`src/rtl/fp_add_ctrl.sv`:
```
// rtl/fp_add_ctrl.sv - sequencing FSM for the floating-point adder datapath (optional op counter: FP_ADD_CTRL_PERF_CNT_EN)
module fp_add_ctrl #(
    parameter int SIZE     = 64,
    parameter int FRACTION = SIZE - 1 - (5 + ($clog2(SIZE) - 4) * 3),
    parameter int NORM_MAX = FRACTION + 2
) (
    input  logic        i_clk,
    input  logic        i_rst_n,
    input  logic        i_start,
    output logic        o_ready,
    input  logic        i_denorm_done,
    input  logic        i_norm_done,
    output logic        o_en_des_norm,
    output logic        o_rst_n_des_norm,
    output logic        o_en_norm,
    output logic        o_rst_n_norm,
    output logic        o_mux_norm,
    output logic        o_load_result,
    output logic        o_valid,
    input  logic        i_ack,
    output logic        o_error,
    output logic        o_busy
`ifdef FP_ADD_CTRL_PERF_CNT_EN
    ,
    output logic [31:0] o_op_count
`endif
);

    localparam int CW = $clog2(NORM_MAX + 1);
    localparam logic [CW-1:0] CNT_LIMIT = CW'(NORM_MAX);

    typedef enum logic [2:0] {
        S_IDLE,
        S_DENORM,
        S_ADD,
        S_NORM,
        S_ROUND,
        S_DONE
    } state_t;

    state_t          state;
    state_t          state_nxt;
    logic [CW-1:0]   cnt;
    logic [CW-1:0]   cnt_inc;
    logic            timeout;

    // Next-state decision; a done input beats the wait limit in the same cycle.
    always_comb begin
        state_nxt = state;
        timeout   = 1'b0;
        cnt_inc   = cnt + CW'(1);
        case (state)
            S_IDLE: begin
                if (i_start) begin
                    state_nxt = S_DENORM;
                end
            end
            S_DENORM: begin
                if (i_denorm_done) begin
                    state_nxt = S_ADD;
                end else if (cnt_inc == CNT_LIMIT) begin
                    state_nxt = S_DONE;
                    timeout   = 1'b1;
                end
            end
            S_ADD: begin
                state_nxt = S_NORM;
            end
            S_NORM: begin
                if (i_norm_done) begin
                    state_nxt = S_ROUND;
                end else if (cnt_inc == CNT_LIMIT) begin
                    state_nxt = S_DONE;
                    timeout   = 1'b1;
                end
            end
            S_ROUND: begin
                state_nxt = S_DONE;
            end
            S_DONE: begin
                if (i_ack) begin
                    state_nxt = S_IDLE;
                end
            end
            default: begin
                state_nxt = S_IDLE;
            end
        endcase
    end

    // State, wait counter, error flag and Moore outputs registered from the next state.
    always_ff @(posedge i_clk or negedge i_rst_n) begin
        if (!i_rst_n) begin
            state            <= S_IDLE;
            cnt              <= '0;
            o_error          <= 1'b0;
            o_ready          <= 1'b1;
            o_busy           <= 1'b0;
            o_en_des_norm    <= 1'b0;
            o_rst_n_des_norm <= 1'b0;
            o_en_norm        <= 1'b0;
            o_rst_n_norm     <= 1'b0;
            o_mux_norm       <= 1'b0;
            o_load_result    <= 1'b0;
            o_valid          <= 1'b0;
        end else begin
            state <= state_nxt;

            // Each wait phase starts counting from zero; only wait states advance it.
            if ((state_nxt != state) && ((state_nxt == S_DENORM) || (state_nxt == S_NORM))) begin
                cnt <= '0;
            end else if ((state == S_DENORM) || (state == S_NORM)) begin
                cnt <= cnt_inc;
            end

            // The error belongs to the current result, so it survives the ack until a new op starts.
            if ((state == S_IDLE) && i_start) begin
                o_error <= 1'b0;
            end else if (timeout) begin
                o_error <= 1'b1;
            end

            o_ready          <= (state_nxt == S_IDLE);
            o_busy           <= (state_nxt != S_IDLE);
            o_en_des_norm    <= (state_nxt == S_DENORM);
            o_rst_n_des_norm <= (state_nxt != S_IDLE);
            o_en_norm        <= (state_nxt == S_ADD) || (state_nxt == S_NORM);
            o_rst_n_norm     <= (state_nxt != S_IDLE);
            o_mux_norm       <= (state_nxt == S_ADD);
            o_load_result    <= (state_nxt == S_ROUND);
            o_valid          <= (state_nxt == S_DONE);
        end
    end

`ifdef FP_ADD_CTRL_PERF_CNT_EN
    // Count clean completions: DONE is entered without error only from ROUND.
    always_ff @(posedge i_clk or negedge i_rst_n) begin
        if (!i_rst_n) begin
            o_op_count <= '0;
        end else if (state == S_ROUND) begin
            o_op_count <= o_op_count + 32'd1;
        end
    end
`endif

endmodule
```
`config.mk`:
```
export PLATFORM = sky130hd
export DESIGN_NAME = fp_add_ctrl
export DESIGN_NICKNAME = d
export VERILOG_FILES = /design/src/rtl/fp_add_ctrl.sv
export SDC_FILE = /design/constraint.sdc
export NUM_CORES = 1
export LEC_CHECK = 0
export CAP_MARGIN = 20
export CORE_MARGIN = 4
export CORE_UTILIZATION = 50
export DETAILED_ROUTE_END_ITERATION = 7
export PLACE_DENSITY = 0.77
export SETUP_SLACK_MARGIN = 0.1
export SKIP_CTS_REPAIR_TIMING = 1
export SLEW_MARGIN = 30
export SYNTH_ARGS = -nofsm -noshare
export SYNTH_HDL_FRONTEND = slang
export SYNTH_SLANG_ARGS = --single-unit
```
`constraint.sdc`:
```
create_clock -name i_clk -period 2.4 [get_ports i_clk]
set_input_delay 0.48 -clock i_clk [delete_from_list [all_inputs] [get_ports i_clk]]
set_output_delay 0.48 -clock i_clk [all_outputs]
set_load 0.01 [all_outputs]
```
Yosys cells after proc, flatten, opt, wreduce, memory -nomap -nowiden
Cells that the tools add are included.

Output and inout bits: 10. Memory bits (writable): 0. Memories kept: 0. Memory bits (read-only): 0. Register bits: 17. Word-level logic and storage cells: 47. Bits of input ports: 6. Latch bits: 0.

$lt $le $gt $ge: 0. Reduce and logical (&&, ||, !) cells: 10. Mux-type cells: 14. Add/sub/neg operators: 1. Div/mod/pow operators: 0. Shift-type cells: 0. Equal/unequal tests: 12. Bitwise gates (word level): 0. Multipliers: 0.

Operators by type and width (number): 3-bit case mux with 6 select lines (1); 3-bit two-way mux (5); 3-bit by 2-bit == test with 1-bit output (second input constant) (4); 3-bit == test (second input constant) (4); 6-bit two-way mux (2); 6-bit by 1-bit adder with 6-bit output (second input constant) (1); 3-bit by 1-bit == test with 1-bit output (second input constant) (2); 6-bit == test (second input constant) (1); 3-bit zero test (2); 1-bit two-way mux (5); 2-bit nonzero test (2); 1-bit logical OR (3); 3-bit inequality test (1); 3-bit nonzero test (1); 1-bit logical AND (2); 1-bit case mux with 2 select lines (1).

Depth between registers and ports, before layout
Word-level depth: 9. Depth in mapped cells: 6. Mapped depth without buffers: 6.

Worst setup path before layout
No wires, ideal clock.

Path kind: register to register. Start point: register cnt[0]. End point: register o_busy. Data arrival time: 1.749 ns. Clock period less this slack: 1.880 ns. Required time: 2.269 ns. Cell stages (with the launch flop): 7. Buffers on the path: 0. Setup slack: 0.520 ns. Cells stage by stage: dfrtp_1 > ha_1 > or3b_1 > o41ai_2 > o22ai_1 > o21bai_4 > or3_1.

Longest elaborated chain between the ends: 6.

Ends and longest elaborated chain: from (decl) (RTL line 43) `logic [CW-1:0] cnt;`; from (signal assigned) (RTL line 113) `cnt <= cnt_inc;`; 6-bit by 1-bit adder with 6-bit output * (RTL line 51) `cnt_inc = cnt + CW'(1);`; 6-bit == test * (RTL line 61, 72); 3-bit two-way mux * (RTL line 61, 72); 3-bit two-way mux, on equally long branches (RTL line 70, 59); 3-bit case mux with 6 select lines * (RTL line 52) `case (state)`; named net state_nxt[1] (RTL line 42) `state_t state_nxt;`; 3-bit nonzero test * (RTL line 124) `o_busy <= (state_nxt != S_IDLE);`; to (signal assigned) (RTL line 124); to (decl) (RTL line 22) `output logic o_busy`.

Mark *: on every way through the listed nets, which the timed path passes. The rest lies on a longest branch. A chain may end at the register's enable or synchronous reset.

Final worst setup path
Same ends and word-level chain as after synthesis.

==> results.toml <==
[timing]
worst_pin_slew_ps = 714
maxSlewViolCount = 0
layout_min_cycle_time_ps = 2050
holdWs_ps = 548
tns_ps = 0
rsz0062_at_grt = "false"
hold_viol = 0
setup_violations = 0
fin_crit_sh_pct = 85.6
fmax_mhz = 487
clock_skew_ps = 5.03
slew_headroom_pct = 52.3

[global_route]
grt_remaining_overflow = 0
grt_pass1_wl_mm = 2.86
track_usage_pct = 15.3
grt_max_degree = 18
antenna_found_initial = 0
grt_pass1_vias = 618

[yosys]
syn_area_um2 = 875
syn_avg_cell_area_um2 = 10.7
yosysTopAreaCell = "dfrtp_1"
synthArstFlopShare_pct = 100
yosys_warnings = 0
synth_common_cells = "16 x dfrtp_1, 12 x nor2_1, 7 x nand2_1"
netlist.area_leader.share_pct = 45.8
synth_ff_type = "dfrtp_1"
synth_cell_types = 36
synth_area_leaders = "dfrtp_1 46%, nor2_1 5.2%, dfstp_2 3.0%"
post-synth-top-count-cell = "dfrtp_1"
synth_nets = 90
netlist_instances = 82
ys_ff_latch = 17
yosysSeqAreaShare_pct = 48.8
synth-edff-count = 0

[setup_path]
reg2reg_to = "o_busy"
crit_path_max_fanout = 7
required_ps = 2560
path_depth = 6
startpoint = "cnt[0]"
crit_chain = "ha_1 > or3b_1 > o41ai_2 > o22ai_1 > o21bai_4 > or3_1"
cp_top_family = "simple AND/OR/NAND/NOR gates"
start_kind = "flop"
arrival_ps = 2210
endpoint = "o_busy"
worstSetupPathType = "reg -> reg"
critPathSlowestCell = "dfrtp_1"
reg2reg_depth = 6
max_stage_delay_ps = 460
reg2reg_slack_ps = 350
rr_startpoint = "cnt[0]"
crit_path_end_kind = "flop"
crit_buf_inv = 0

[clock_tree]
cts_tree = "built"
numCtsBuffers = 3
numClockSinks = 17
cts_htree_levels = 1
clk_pin_slew_ps = 90
clock-root-buffer = "clkbuf_4"
clock_latency_ps = 280
cts.path.max_buffers = 2

[detailed_routing]
post_drt_wl_per_cell_um = 13.9
drc = 0
drt_wl_total_mm = 1.61
drt-vias-per-instance = 5.58
antenna_left = 0
first_pass_iters = 4
num_vias = 647
drt-initial-drc-count = 10

[place]
gp_congestion = 0.806
portBuffers = 15
hpwl_mm = 1.23

[finish]
drive_gt1_share_pct = 12.0
syn_to_final_growth_pct = 21.6
final_nets = 109
final_util_pct = 67.5
antenna_cells = 0

[die]
dieArea_mm2 = 0.00248
fp-row-count = 14
die_w_um = 49.8
core_area_mm2 = 0.00158
dieHeight_um = 49.8
initial_core_util_pct = 55.5
ioPinCount = 16

[pwr]
power.density_mw_per_mm2 = 1040
p_leak_nw = 0.459
ir_drop_mv = 0.673

[run_status]
status = "finished, final reports clean"

[run]
maxCapViolCount = 0

[hold_path]
hp-class = "reg -> reg"
-- worst min path at each step --
stage | start | to | slack [ps] | cells past startpoint
3_5_place_dp | o_error | o_error | 520 | 2
3_3_place_gp | o_error | o_error | 520 | 2
4_1_cts | o_error | o_error | 550 | 2
5_1_grt | o_error | o_error | 590 | 2
2_1_floorplan | i_rst_n | cnt[0] | 180 | 0
6_report | o_error | o_error | 550 | 2
-- worst register-to-register path, delay by kind of cell, from the launching register on --
family,cells,cell delay [ps]
flops,1,460
simple gates,2,700
fa+ha+maj,1,310
compound gates,3,460
-- layout by cell type, fill, tap and decap left out, types with 3 or more instances in the layout --
cell	Yosys	final
and2_1	3	3
clkbuf_4	0	3
clkdlybuf4s50_1	0	15
dfrtp_1	16	16
nand2_1	7	7
nor2_1	12	12
nor2b_1	3	3
nor3_1	3	3
xnor2_1	3	3
-- report_power, final --
| part | switching [W] | total [W] | leakage, nW | internal, W |
|---|---|---|---|---|
| Combinational | 0.000248 | 0.000515 | 0.227 | 0.000266 |
| Sequential | 0.0000789 | 0.000449 | 0.217 | 0.000370 |
| Clock | 0.0000786 | 0.000143 | 0.0150 | 0.0000644 |
| Total | 0.000406 | 0.00111 | 0.459 | 0.000701 |
-- cells by family (layout without fill, tap and decap cells) --
group | count (synthesis) | count (layout) | synth area share [%]
adder cells (fa/ha/maj) | 2 | 2 | 2.86
buffers and inverters | 4 | 22 | 2.57
XOR/XNOR | 5 | 5 | 5.01
multiplexers | 1 | 1 | 1.14
AND/OR/NAND/NOR | 41 | 41 | 26.3
flip-flops | 17 | 17 | 48.8
AO/OA/AOI/OAI | 12 | 12 | 13.3
-- per-layer routing --
| layer | up-vias | part of all wire [%] | global-route usage, % |
|---|---|---|---|
| li1 | 320 | - | - |
| met1 | 302 | 48 | 20.9 |
| met2 | 23 | 45 | 22.7 |
| met3 | 2 | 5.7 | 6.63 |
| met4 | 0 | 0.81 | 2.76 |
| met5 | - | 0 | 0 |
-- stage by stage --
step | setup WS, ps | power [W] | instances | cell area [um^2]
floorplan | 520 | 0.000778 | 82 | 875
global placement | 361 | 0.000956 | 112 | 1040
detailed placement | 335 | 0.000969 | 112 | 1040
CTS | 358 | 0.00112 | 116 | 1060
global route | 243 | 0.00120 | 116 | 1060
finish | 346 | 0.00111 | 116 | 1060
-- state kept, by name, summed over array words and instances (netlist names) --
signal and flops:
cnt 6, state 3, o_busy 1, o_en_des_norm 1
o_en_norm 1, o_error 1, o_load_result 1, o_mux_norm 1
o_ready 1, o_valid 1
-- cell type report --
cell class	count	area, um^2
Inverter	2	7.51
Multi-Input combinational cell	61	425
Timing Repair Buffer	16	158
Sequential cell	17	427
Tap cell	16	20.0
Fill cell	131	513
Clock buffer	4	26.3
(Power assumes the default switching activity.)
